==> config.mk <==
export PLATFORM = sky130hd
export DESIGN_NAME = demux_1to4_buf_flat
export DESIGN_NICKNAME = d
export VERILOG_FILES = /design/src/rtl/demux_1to4_buf_if.sv /design/src/rtl/demux_1to4_buf.sv /design/src/flat_wrapper.sv
export SDC_FILE = /design/constraint.sdc
export NUM_CORES = 1
export LEC_CHECK = 0
export ABC_AREA = 1
export CORE_UTILIZATION = 46
export DETAILED_ROUTE_END_ITERATION = 10
export PLACE_DENSITY_LB_ADDON = 0.25
export SLEW_MARGIN = 20
export SYNTH_ARGS = -nofsm -noshare
export SYNTH_HDL_FRONTEND = slang
export SYNTH_SLANG_ARGS = --single-unit
==> constraint.sdc <==
create_clock -name clk_i -period 3.2 [get_ports clk_i]
set_input_delay 0.96 -clock clk_i [delete_from_list [all_inputs] [get_ports clk_i]]
set_output_delay 0.96 -clock clk_i [all_outputs]
set_load 0.03 [all_outputs]
==> src/rtl/demux_1to4_buf_if.sv <==
// Bus bundle for demux_1to4_buf: one producer port fanned out to four
// single-entry channel buffers, each with its own valid/ready pair.
interface demux_1to4_buf_if #(
    parameter int size = 32
);
    logic [size-1:0] data_i;
    logic [1:0]      select_i;
    logic            valid_i;
    logic            ready_o;
    logic [size-1:0] data0_o;
    logic [size-1:0] data1_o;
    logic [size-1:0] data2_o;
    logic [size-1:0] data3_o;
    logic [3:0]      valid_o;
    logic [3:0]      ready_i;
    logic [15:0]     stall_cnt_o;

    modport master (
        output data_i, select_i, valid_i, ready_i,
        input  ready_o, data0_o, data1_o, data2_o, data3_o, valid_o, stall_cnt_o
    );

    modport slave (
        input  data_i, select_i, valid_i, ready_i,
        output ready_o, data0_o, data1_o, data2_o, data3_o, valid_o, stall_cnt_o
    );
endinterface

==> src/rtl/demux_1to4_buf.sv <==
// 1-to-4 demultiplexer with a registered one-word buffer per channel and a
// saturating counter of producer stall cycles.
module demux_1to4_buf #(
    parameter int size = 32
) (
    input  logic            clk_i,
    input  logic            rst_i,
    demux_1to4_buf_if.slave bus
);
    logic [size-1:0] data_p0 [4];
    logic [3:0]      vld_p0;
    logic [15:0]     stall_cnt;
    logic            ready;
    logic            accept;
    logic            stall;

    function automatic logic [15:0] sat_inc(input logic [15:0] v);
        return (v == 16'hFFFF) ? v : v + 16'd1;
    endfunction

    // A full channel can still take a word in the cycle its consumer drains it.
    assign ready  = !rst_i && (!vld_p0[bus.select_i] || bus.ready_i[bus.select_i]);
    assign accept = bus.valid_i && ready;
    assign stall  = bus.valid_i && !ready && !rst_i;

    // Input -> channel buffer stage
    always_ff @(posedge clk_i) begin
        if (rst_i) begin
            vld_p0    <= 4'b0000;
            stall_cnt <= 16'h0000;
            for (int k = 0; k < 4; k++) begin
                data_p0[k] <= '0;
            end
        end else begin
            for (int k = 0; k < 4; k++) begin
                if (accept && (bus.select_i == 2'(k))) begin
                    data_p0[k] <= bus.data_i;
                    vld_p0[k]  <= 1'b1;
                end else if (bus.ready_i[k]) begin
                    vld_p0[k]  <= 1'b0;
                end
            end
            if (stall) begin
                stall_cnt <= sat_inc(stall_cnt);
            end
        end
    end

    assign bus.ready_o     = ready;
    assign bus.valid_o     = vld_p0;
    assign bus.data0_o     = data_p0[0];
    assign bus.data1_o     = data_p0[1];
    assign bus.data2_o     = data_p0[2];
    assign bus.data3_o     = data_p0[3];
    assign bus.stall_cnt_o = stall_cnt;
endmodule

==> src/flat_wrapper.sv <==
// flat-port wrapper written by rule: the top's interface ports become plain ports
module demux_1to4_buf_flat 
#(
    parameter int size = 32
)
  (clk_i, rst_i, bus_data_i, bus_select_i, bus_valid_i, bus_ready_i, bus_ready_o, bus_data0_o, bus_data1_o, bus_data2_o, bus_data3_o, bus_valid_o, bus_stall_cnt_o);
  demux_1to4_buf_if #(.size(size)) bus_i ();
  input  logic clk_i;
  input  logic rst_i;
  input wire logic [$bits(bus_i.data_i)-1:0] bus_data_i;
  input wire logic [$bits(bus_i.select_i)-1:0] bus_select_i;
  input wire logic [$bits(bus_i.valid_i)-1:0] bus_valid_i;
  input wire logic [$bits(bus_i.ready_i)-1:0] bus_ready_i;
  output wire logic [$bits(bus_i.ready_o)-1:0] bus_ready_o;
  output wire logic [$bits(bus_i.data0_o)-1:0] bus_data0_o;
  output wire logic [$bits(bus_i.data1_o)-1:0] bus_data1_o;
  output wire logic [$bits(bus_i.data2_o)-1:0] bus_data2_o;
  output wire logic [$bits(bus_i.data3_o)-1:0] bus_data3_o;
  output wire logic [$bits(bus_i.valid_o)-1:0] bus_valid_o;
  output wire logic [$bits(bus_i.stall_cnt_o)-1:0] bus_stall_cnt_o;
  assign bus_i.data_i = bus_data_i;
  assign bus_i.select_i = bus_select_i;
  assign bus_i.valid_i = bus_valid_i;
  assign bus_i.ready_i = bus_ready_i;
  assign bus_ready_o = bus_i.ready_o;
  assign bus_data0_o = bus_i.data0_o;
  assign bus_data1_o = bus_i.data1_o;
  assign bus_data2_o = bus_i.data2_o;
  assign bus_data3_o = bus_i.data3_o;
  assign bus_valid_o = bus_i.valid_o;
  assign bus_stall_cnt_o = bus_i.stall_cnt_o;
  demux_1to4_buf #(.size(size)) u_core (.clk_i(clk_i), .rst_i(rst_i), .bus(bus_i));
endmodule
; ---- Yosys cells after proc, flatten, opt, wreduce, memory -nomap -nowiden
; Memories as Yosys holds them, arrays and structs flattened.
; Cells that the tools add are included.
[totals]
ram_bits = 128
reg_bits = 20
memories = 1
wordCells = 65
romBits = 0
latchBits = 0
out_inout_bits = 149
[op_classes]
n_eq_ne = 4
order_cmp = 1
n_reduce_logical = 18
div_mod_pow = 0
shift = 0
n_bitwise = 5
multipliers = 0
addsub = 1
mux = 30
[mem_list]
columns = memory, depth, word_bits, read_ports, rd_ports_with_merged_regs, wr, line
row1 = u_core.data_p0, 4, 32, 4, 0, 4, demux_1to4_buf.sv:10  ; logic [size-1:0] data_p0 [4];
[ops]
columns = cell, count
row1 = 2-to-1 mux 32 bit, 4
row2 = 2-to-1 mux 1 bit, 24
row3 = "adder 16 x 1 -> 16 bit, second input constant", 1
row4 = "== test 16 bit, second input constant", 1
row5 = logical AND 1 bit, 8
row6 = nonzero test 2 bit, 4
row7 = binary-select mux 1 bit (select 2 bit), 2
row8 = "== test 2 bit, second input constant", 2
row9 = OR 1 bit, 4
row10 = zero test 1 bit, 3
row11 = "less-than comparator 2 x 3 -> 1 bit, second input constant", 1
row12 = "== test 2 x 1 -> 1 bit, second input constant", 1
row13 = zero test 2 bit, 1
row14 = AND reduction 2 bit, 1
row15 = logical OR 1 bit, 1
row16 = inverter 1 bit, 1

; ---- Logic depth before layout (Yosys ltp)
; Gate-level depths: netlist of the first run.
[logic_depth]
ltp_word = 11
depth_mapped = 12

; ---- Worst setup path before layout of the first run
; OpenSTA, ideal clock, no wires.
[synth_path]
path_kind = input-to-reg
startpoint = in bus_select_i[0]
endpoint = mem u_core.data_p0[1][0] (enable)
required_ns = 2.811
stages = 9
setup_slack_ns = 0.262
arrival_time_ns = 2.549
cell_sequence = buf_6 -> nor2_4 -> nand2_1 -> nand2_2 -> nor2_8 -> nand2_8 -> nand4_4 -> buf_6 -> nand2_1
[synth_lines]
columns = item, line
row1 = start: declaration, flat_wrapper.sv:11  ; input wire logic [$bits(bus_i.select_i)-1:0] bus_select_i;
row2 = end: declaration, demux_1to4_buf.sv:10

; ---- Final worst setup path of the first run
[layout_path]
startpoint = in bus_select_i[1]
endpoint = out bus_ready_o
[layout_between]
elab_chain_len = 5
elab_cells_between_ends = 7
classes_between = mux (4) / reduce/logical (3)
[layout_lines]
columns = item, line
row1 = binary-select mux 1 bit (select 2 bit), demux_1to4_buf.sv:22  ; assign ready = !rst_i && (!vld_p0[bus.select_i] || bus.ready_i[bus.select_i]);
row2 = 2-to-1 mux 1 bit (not written as such), demux_1to4_buf.sv:22
row3 = zero test 1 bit, demux_1to4_buf.sv:22
row4 = logical OR 1 bit (*), demux_1to4_buf.sv:22
row5 = logical AND 1 bit (*), demux_1to4_buf.sv:22
row6 = end: declaration, flat_wrapper.sv:14  ; output wire logic [$bits(bus_i.ready_o)-1:0] bus_ready_o;
; Every way passes the cells marked *; elsewhere a longest branch is shown, timed or not. The select of a mux whose other input is x is not followed.

==> results of run 1 <==
## metrics by stage
step	setup WS, ns	hold slack [ns]
floorplan	0.262	0.598
global placement	-0.0586	0.481
detailed placement	-0.0674	0.485
CTS	0.00231	0.494
global route	0.00261	0.524
finish	0.0760	0.492
## placed cells by master (no fill, tap or decap), drive strengths merged
cell type / synthesis / final
clkdlybuf4s50: 0 / 187
nor2: 156 / 156
edfxtp: 128 / 128
nand2: 71 / 71
inv: 53 / 61
buf: 16 / 26
dfxtp: 20 / 20
clkbuf: 1 / 17
a21oi: 17 / 17
nand3: 16 / 16
xor2: 6 / 6
nand4: 5 / 5
xnor2: 4 / 4
clkinv: 0 / 4
o21ai: 2 / 2
bufinv: 0 / 2
nor3: 1 / 1
and2: 1 / 1
nand3b: 1 / 1
ha: 1 / 1
clkinvlp: 0 / 1
dlymetal6s2s: 0 / 1
## report_power, final
group	leakage, nW	internal (mW)	switching, mW	total, mW
Combinational	1.71	0.205	0.313	0.519
Sequential	1.53	2.17	0.0224	2.19
Clock	0.289	1.17	0.821	1.99
## repair_timing
item | CTS | global route
resized for setup | 3 | 7
endpoints found under the hold margin | 0 | 0
pin swaps | 0 | 3
setup endpoints to repair | 1 | 1
## synthesized netlist by cell type
cell type | instances | area (sq um)
nor3_1 | 1 | 5.00
nand3_1 | 13 | 65.1
nor2_1 | 141 | 529
buf_6 | 15 | 169
nand2_1 | 64 | 240
nand3_2 | 2 | 20.0
nand2_8 | 1 | 20.0
nor2_8 | 2 | 40.0
inv_2 | 2 | 7.51
o21ai_0 | 2 | 10.0
clkbuf_1 | 1 | 3.75
nor2_2 | 11 | 68.8
a21oi_1 | 17 | 85.1
nand2_2 | 5 | 31.3
inv_1 | 49 | 184
nand2_4 | 1 | 11.3
xor2_1 | 6 | 52.6
ha_1 | 1 | 12.5
nand4_4 | 3 | 63.8
inv_4 | 2 | 12.5
buf_4 | 1 | 7.51
nand3b_1 | 1 | 7.51
xnor2_1 | 4 | 35.0
nand4_2 | 1 | 12.5
nand4_1 | 1 | 6.26
nor2_4 | 2 | 22.5
edfxtp_1 | 128 | 3840
dfxtp_1 | 20 | 400
and2_1 | 1 | 6.26
nand3_4 | 1 | 17.5
## kinds of logic after synthesis
| group | Yosys count | share of synthesized area |
|---|---|---|
| and+or+nand+nor | 251 | 0.195 |
| buffers and inverters | 70 | 0.0641 |
| DFF | 148 | 0.708 |
| adders and majority gates | 1 | 0.00209 |
| AOI/OAI and AO/OA | 19 | 0.0159 |
| xor gates and xnor gates | 10 | 0.0146 |
## registers in the layout (all words and copies together) (netlist names)
register,flops
u_core.bus.valid_o,4
u_core.bus.stall_cnt_o,16
u_core.data_p0,128
## critical path: stages
cell and delay, ns:
clkdlybuf4s50_1 0.49, buf_6 0.14, nand3_1 0.09, nand2_2 0.12, nor2_8 0.05, a21oi_4 0.16
buf_6 0.15
## worst max-delay path by stage
stage | start | to | slack (ns) | cells past startpoint
final | bus_select_i[1] | bus_ready_o | 0.08 | 7
after global routing | bus_select_i[1] | bus_ready_o | 0.003 | 7
after CTS | bus_select_i[0] | bus_ready_o | 0.002 | 9
after detailed placement | bus_select_i[0] | bus_ready_o | -0.07 | 9
after global placement | bus_select_i[0] | bus_ready_o | -0.06 | 9
after floorplan | bus_select_i[0] | u_core.data_p0[1][0] | 0.26 | 9
## routing by layer
metal  track usage  routed length, microns  vias to the layer above
met5             0                       0                        -
met4        0.0991                     289                        0
met3        0.0643                    1170                       27
met2         0.390                    7590                      209
met1         0.268                    5860                     2056
li1              -                       -                     2061
## area by class of cell
| cell class | instances | share of cell area |
|---|---|---|
| Clock buffer | 17 | 0.0483 |
| Clock inverter | 15 | 0.0190 |
| Inverter | 53 | 0.0231 |
| Multi-Input combinational cell | 281 | 0.158 |
| Sequential cell | 148 | 0.482 |
| Tap cell | 172 | 0.0244 |
| Timing Repair Buffer | 214 | 0.246 |
==> metrics.md, run 1 <==
| Metric | Value |
|---|---|
| Hold-fix buffers, CTS | `0` |
| Setup Skew | `0.00793 ns` |
| Worst hold path class | `flip-flop to flip-flop` |
| # fillers | `908` |
| Syn. warnings | `0` |
| Fin util | `0.695` |
| Fraction of layout cells with a size suffix above 1 | `0.128` |
| R2R Setup Slk | `1.50 ns` |
| Vias in the first global route | `4,186` |
| Avg Cell Area, Syn | `12.0 sq um` |
| CTS Root Cell | `clkbuf_16` |
| CP startpoint kind | `input port` |
| Min Tclk post-route | `3.12 ns` |
| Syn nets | `541` |
| Multi-input gate area | `1390 sq um` |
| R2R Path Start | `u_core.bus.valid_o[3]` |
| Worst-Skew Late Latency | `0.41 ns` |
| # clock sinks | `148` |
| Rel. slew slack | `0.748` |
| Number of cells produced by synthesis | `499` |
| P&R area growth vs syn | `47.1%` |
| Pwr/cell area | `533 nW/um^2` |
| Final-stage net count | `757` |
| Arr. time, crit path | `2.16 ns` |
| Peak supply drop | `263 uV` |
| Slew @ Worst Pin | `0.376 ns` |
| Pin count of the biggest net entering global routing | `33` |
| Overall Power | `4.70 mW` |
| I/O Buffers | `189` |
| Worst EP required | `2.24 ns` |
| TNS Setup | `0 ns` |
| Post-DP HPWL | `10,200 microns` |
| DP Cell Count | `868` |
| RSZ-0062 raised after global routing | `no` |
| Fin. max-slew vios | `0` |
| H-tree levels | `4` |
| Library cells used by synthesis | `30` |
| Overflow after GRT | `0` |
| Max cap viols | `0` |
| Critical Path Sink Type | `output pin` |
| Die W | `116 microns` |
| Outcome | `complete, no violations` |
| Maximum clock frequency | `0.320 GHz` |
| Via/cell ratio | `4.84` |
| RePlAce Congestion | `0.873` |
| Register area share after synthesis | `0.708` |
| Reg-to-reg endpoint | `u_core.data_p0[1][8]` |
| Starting density of the core | `0.473` |
| DR vias | `4,353` |
| Initial antenna violation count | `0` |
| Leakage | `3.54 nW` |
| DRT Wirelength | `14,900 microns` |
| CTS Buf Count | `17` |
| WHS Endpoint | `u_core.bus.valid_o[0]` |
| Clock buffer depth | `2` |
| Max Fanout on Critical Path | `6` |
| Post-DRT Antenna Nets | `0` |
| Final setup vio count | `0` |
| Yosys reg bits | `148` |
| Setup bufs post-CTS | `0` |
| GRT Overall Usage | `0.228` |
| FF-to-FF path depth | `9` |
| Dpl cell area | `8180 sq um` |
| Final hold vios | `0` |
| Placement Rows | `41` |
| Die area | `13,500 sq um` |
| First-pass GRT wire length | `22,300 microns` |
| Reg area | `4240 sq um` |
| Pre-Repair DR Iteration Count | `5` |
| CTS tree | `built` |
| # IOs | `190` |
| Hold Crit Start | `u_core.bus.valid_o[0]` |
| Final Instance Area | `8810 sq um` |
| 1st-iter DRT viols | `419` |
| Crit path kind | `input port to output pin` |
| Post-route DRC | `0` |
| Diode count | `0` |
| Die Ht | `116 microns` |
| Post-synthesis cell area | `5990 sq um` |
| Period utilization | `0.976` |
| Core Box Area | `12,700 sq um` |
| Reg clk slew, reported paths | `0.06 ns` |
| Hold Path Depth | `2` |
| Avg WL per Cell | `16.6 microns` |
| Finished Layout Cells | `900` |
Power figures use the tool's default switching activity.
==> run 2: changes to the inputs <==
--- a/config.mk
+++ b/config.mk
@@ -6,6 +6,7 @@
 export NUM_CORES = 1
 export LEC_CHECK = 0
 export ABC_AREA = 1
+export CORE_MARGIN = 2
 export CORE_UTILIZATION = 46
 export DETAILED_ROUTE_END_ITERATION = 10
 export PLACE_DENSITY_LB_ADDON = 0.25
==> metrics.md, run 2 (synthesis gave the netlist of run 1 again) <==
| Metric | Value |
|---|---|
| Final hold vios | `0` |
| Core Box Area | `12,700 sq um` |
| Fin. max-slew vios | `0` |
| Pin count of the biggest net entering global routing | `29` |
| DR vias | `4,366` |
| Outcome | `complete, no violations` |
| Finished Layout Cells | `900` |
| CP startpoint kind | `input port` |
| Min Tclk post-route | `3.07 ns` |
| CTS Buf Count | `17` |
| Die W | `118 microns` |
| Arr. time, crit path | `2.11 ns` |
| Period utilization | `0.959` |
| Initial antenna violation count | `0` |
| # clock sinks | `148` |
| Rel. slew slack | `0.704` |
| Placement Rows | `41` |
| DRT Wirelength | `15,400 microns` |
| 1st-iter DRT viols | `233` |
| GRT Overall Usage | `0.225` |
| Die area | `14,000 sq um` |
| First-pass GRT wire length | `23,900 microns` |
| Leakage | `3.54 nW` |
| P&R area growth vs syn | `46.9%` |
| Pre-Repair DR Iteration Count | `4` |
| Final-stage net count | `758` |
| # IOs | `190` |
| Crit path kind | `input port to output pin` |
| Post-route DRC | `0` |
| Vias in the first global route | `4,328` |
| Post-DP HPWL | `10,800 microns` |
| Most flops, register | `u_core.data_p0` |
| Final setup vio count | `0` |
| DP Cell Count | `869` |
| Avg WL per Cell | `17.1 microns` |
| Maximum clock frequency | `0.326 GHz` |
| Die Ht | `118 microns` |
| Post-DRT Antenna Nets | `0` |
| Max cap viols | `0` |
| Slew @ Worst Pin | `0.443 ns` |
| Via/cell ratio | `4.85` |
| RePlAce Congestion | `0.821` |
| Max Fanout on Critical Path | `2` |
| Pwr/cell area | `532 nW/um^2` |
| TNS Setup | `0 ns` |
| CTS Root Cell | `clkbuf_16` |
| Worst EP required | `2.24 ns` |
| Setup Skew | `0.00476 ns` |
| CTS tree | `built` |
| Overflow after GRT | `0` |
| Diode count | `0` |
| Worst hold path class | `flip-flop to flip-flop` |
| Peak supply drop | `419 uV` |
| I/O Buffers | `189` |
| Reg clk slew, reported paths | `0.06 ns` |
| Fraction of layout cells with a size suffix above 1 | `0.125` |
| Most frequent cells in the layout | `clkdlybuf4s50_1, nor2_1, edfxtp_1, nand2_1, inv_1` |
| Critical Path Sink Type | `output pin` |
| # fillers | `894` |
| RSZ-0062 raised after global routing | `no` |
| Largest register FFs | `128` |
| Starting density of the core | `0.473` |
| H-tree levels | `4` |
| Commonest non-fill, non-tap cell in the layout | `clkdlybuf4s50_1` |
| Overall Power | `4.68 mW` |
| Clock buffer depth | `2` |
| Worst-Skew Late Latency | `0.41 ns` |
run 2: cell count changes in the layout (fill, tap and decap cells not counted), moves of 2 or more:
cell	change
inv_6	-4
buf_4	+2
clkinv_2	+2
inv_8	-2
run 2: path summary, 6_finish.rpt:
check	startpoint	endpoint	slack, ns	depth (start not counted)
max	bus_ready_i[3]	bus_ready_o	0.13	6
min	u_core.bus.valid_o[0]	u_core.bus.valid_o[0]	0.49	2
max reg2reg	u_core.bus.stall_cnt_o[0]	u_core.bus.stall_cnt_o[0]	1.35	9
min reg2reg	u_core.bus.valid_o[0]	u_core.bus.valid_o[0]	0.49	2
run 2: layer usage:
metal  GRT usage  vias to the layer above  part of all wire  routed length (microns)
met3      0.0514                       30             0.072                     1110
met5           0                        -                 0                        0
li1            -                     2065                 -                        -
met2       0.393                      210              0.52                     7940
met1       0.266                     2061              0.39                     5980
met4      0.0934                        0             0.024                      376
run 2: critical path, stage by stage:
cell and delay [ns]:
clkdlybuf4s50_1 0.51, nand3_1 0.11, nand2_2 0.15, nor2_8 0.06
a21oi_4 0.16, buf_6 0.15
run 2: area by class of cell:
cell class              count  area, sq um  share of cell area
flip-flops and latches    148         4240               0.482
repair buffers            215         2170               0.246
multi-input cells         281         1380               0.157
clock buffers              18          429              0.0488
well taps                 172          215              0.0245
inverters                  53          204              0.0232
clock inverters            13          159              0.0181
run 2: power by group:
part	switching (mW)	leakage [nW]	internal [mW]	total (mW)
Sequential	0.0224	1.53	2.17	2.19
Clock	0.745	0.286	1.22	1.97
Combinational	0.315	1.72	0.205	0.520
Total	1.08	3.54	3.59	4.68
run 2: timing repair:
item                                    in CTS  in global routing
cloned                                       0                  0
resized for setup                            4                  4
endpoints found under the setup margin       1                  1
buffers inserted                             0                  0
pin swaps                                    0                  2
endpoints found under the hold margin        0                  0
hold buffers                                 0                  0
run 2: through the flow:
stage               area, sq um  setup WS [ns]  hold slack, ns  utilization
floorplan                  5990          0.262           0.598            -
global placement           8190        -0.0603           0.476        0.646
detailed placement         8190        -0.0724           0.484        0.646
CTS                        8780      0.0000815           0.492        0.693
global route               8800         0.0897           0.514        0.694
finish                     8800          0.130           0.489        0.694
==> run 3: changes to the inputs <==
--- a/config.mk
+++ b/config.mk
@@ -7,9 +7,9 @@
 export LEC_CHECK = 0
 export ABC_AREA = 1
 export CORE_MARGIN = 2
-export CORE_UTILIZATION = 46
+export CORE_UTILIZATION = 30
 export DETAILED_ROUTE_END_ITERATION = 10
-export PLACE_DENSITY_LB_ADDON = 0.25
+export PLACE_DENSITY = 0.66
 export SLEW_MARGIN = 20
 export SYNTH_ARGS = -nofsm -noshare
 export SYNTH_HDL_FRONTEND = slang
==> metrics.md, run 3 (synthesis gave the netlist of run 1 again) <==
| Metric | Value |
|---|---|
| Outcome | `complete, no violations` |
| RePlAce Congestion | `0.863` |
| Die area | `21,100 sq um` |
| Peak supply drop | `353 uV` |
| Period utilization | `0.946` |
| Die W | `145 microns` |
| Pin count of the biggest net entering global routing | `33` |
| Starting density of the core | `0.307` |
| DP Cell Count | `956` |
| Leakage | `3.50 nW` |
| TNS Setup | `0 ns` |
| Post-DRT Antenna Nets | `0` |
| Arr. time, crit path | `2.07 ns` |
| Post-DP HPWL | `10,100 microns` |
| Crit path kind | `input port to output pin` |
| WHS Endpoint | `u_core.bus.valid_o[3]` |
| Final-stage net count | `752` |
| Setup Skew | `0.00717 ns` |
| Core Box Area | `19,500 sq um` |
| Fin. max-slew vios | `0` |
| R2R Path Start | `u_core.bus.stall_cnt_o[0]` |
| Maximum clock frequency | `0.330 GHz` |
| CTS tree | `built` |
| Hold Path Depth | `2` |
| Min Tclk post-route | `3.03 ns` |
| Final setup vio count | `0` |
| Final hold vios | `0` |
| Overflow after GRT | `0` |
| Most frequent cells in the layout | `clkdlybuf4s50_1, nor2_1, edfxtp_1, nand2_1, inv_1` |
| Avg WL per Cell | `15.0 microns` |
| Rel. slew slack | `0.737` |
| Net switching power | `1.15 mW` |
| R2R Setup Slk | `1.44 ns` |
| Max layer used | `met4` |
| # IOs | `190` |
| Commonest non-fill, non-tap cell in the layout | `clkdlybuf4s50_1` |
| FF-to-FF path depth | `9` |
| H-tree levels | `4` |
| # clock sinks | `148` |
| Finished Layout Cells | `988` |
| Comb power frac | `0.106` |
| DRT Wirelength | `14,800 microns` |
| Largest register FFs | `128` |
| Pwr/cell area | `537 nW/um^2` |
| Max Fanout on Critical Path | `2` |
| P&R area growth vs syn | `48.0%` |
| Clock buffer depth | `2` |
| Max cap viols | `0` |
| Hold-fix buffers, CTS | `0` |
| Sw frac | `0.241` |
| Met3 WL post-DR | `961 microns` |
| Critical Path Sink Type | `output pin` |
| RSZ-0062 raised after global routing | `no` |
| CTS Root Cell | `clkbuf_16` |
| GRT Overall Usage | `0.145` |
| Placement Rows | `51` |
| Metal-1 WL | `6710 microns` |
| Die Ht | `145 microns` |
| Pint | `3.61 mW` |
| Vias in the first global route | `4,145` |
| Worst hold path class | `flip-flop to flip-flop` |
| CP startpoint kind | `input port` |
| Post-route DRC | `0` |
| Initial antenna violation count | `0` |
| Worst EP required | `2.24 ns` |
| DR vias | `4,160` |
| Reg clk slew, reported paths | `0.06 ns` |
| Reg-to-reg endpoint | `u_core.bus.stall_cnt_o[0]` |
| Slew @ Worst Pin | `0.393 ns` |
| Hold Crit Start | `u_core.bus.valid_o[3]` |
| Worst-Skew Late Latency | `0.42 ns` |
| Via/cell ratio | `4.21` |
| DR WL met2 | `6970 microns` |
| Clk pwr share | `0.434` |
| Seq pwr share | `0.460` |
| Diode count | `0` |
| Most flops, register | `u_core.data_p0` |
| First-pass GRT wire length | `23,500 microns` |
| I/O Buffers | `189` |
| CTS Buf Count | `17` |
| 1st-iter DRT viols | `225` |
| Fraction of layout cells with a size suffix above 1 | `0.122` |
| Pre-Repair DR Iteration Count | `4` |
==> run 3: changes by cell type in the layout (fill, tap and decap cells not counted), moves of 2 or more <==
cell,change
buf_4,-3
buf_6,-2
clkinv_2,-2
inv_6,+3
inv_8,+2
==> run 3: worst max path at each step <==
| stage | start | endpoint | slack, ns | cells after the start |
|---|---|---|---|---|
| 6_report | bus_ready_i[1] | bus_ready_o | 0.17 | 6 |
| 5_1_grt | bus_select_i[0] | bus_ready_o | 0.07 | 8 |
| 4_1_cts | bus_ready_i[1] | bus_ready_o | 0.16 | 6 |
| 3_5_place_dp | bus_select_i[0] | bus_ready_o | -0.09 | 8 |
| 3_3_place_gp | bus_select_i[0] | bus_ready_o | -0.05 | 8 |
| 2_1_floorplan | bus_select_i[0] | u_core.data_p0[1][0] | 0.26 | 9 |
==> run 3: layout make-up <==
cell class | count | area (sq um)
fillers | 1814 | 10700
clock buffers | 17 | 425
clock inverters | 15 | 193
inverters | 53 | 204
multi-input cells | 281 | 1370
repair buffers | 209 | 2100
well taps | 265 | 332
flip-flops and latches | 148 | 4240
==> run 3: worst max-delay path, stage by stage <==
cell and delay (ns):
clkdlybuf4s50_1 0.51, nand3_1 0.10, nand2_2 0.14, nor2_8 0.04, a21oi_1 0.14, buf_4 0.19
==> run 3: metrics by stage <==
| step | util | hold WS [ns] | total power [mW] | setup WS, ns | instance area [sq um] |
|---|---|---|---|---|---|
| 2_1_floorplan | - | 0.598 | 2.49 | 0.262 | 5990 |
| 3_3_place_gp | 0.423 | 0.482 | 2.74 | -0.0512 | 8250 |
| 3_5_place_dp | 0.423 | 0.480 | 2.74 | -0.0863 | 8250 |
| 4_1_cts | 0.454 | 0.499 | 4.82 | 0.158 | 8870 |
| 5_1_grt | 0.454 | 0.515 | 4.93 | 0.0683 | 8870 |
| 6_report | 0.454 | 0.494 | 4.76 | 0.173 | 8870 |
==> run 3: what timing repair did <==
action	CTS	global route
resized for setup	2	0
setup buffers	0	0
setup endpoints to repair	1	0
==> run 3: power by group through the flow <==
stage / logic, mW / registers [mW] / clock network (mW)
after CTS: 0.514 / 2.19 / 2.12
after global routing: 0.533 / 2.19 / 2.20
final: 0.505 / 2.19 / 2.07
after floorplan: 0.116 / 2.38 / 0
after global placement: 0.511 / 2.23 / 0
after detailed placement: 0.514 / 2.23 / 0
==> run 3: per-layer routing <==
layer  up-vias  GRT usage
li1       2047          -
met1      1940      0.182
met2       155      0.238
met3        18     0.0465
met4         0     0.0471
met5         -          0
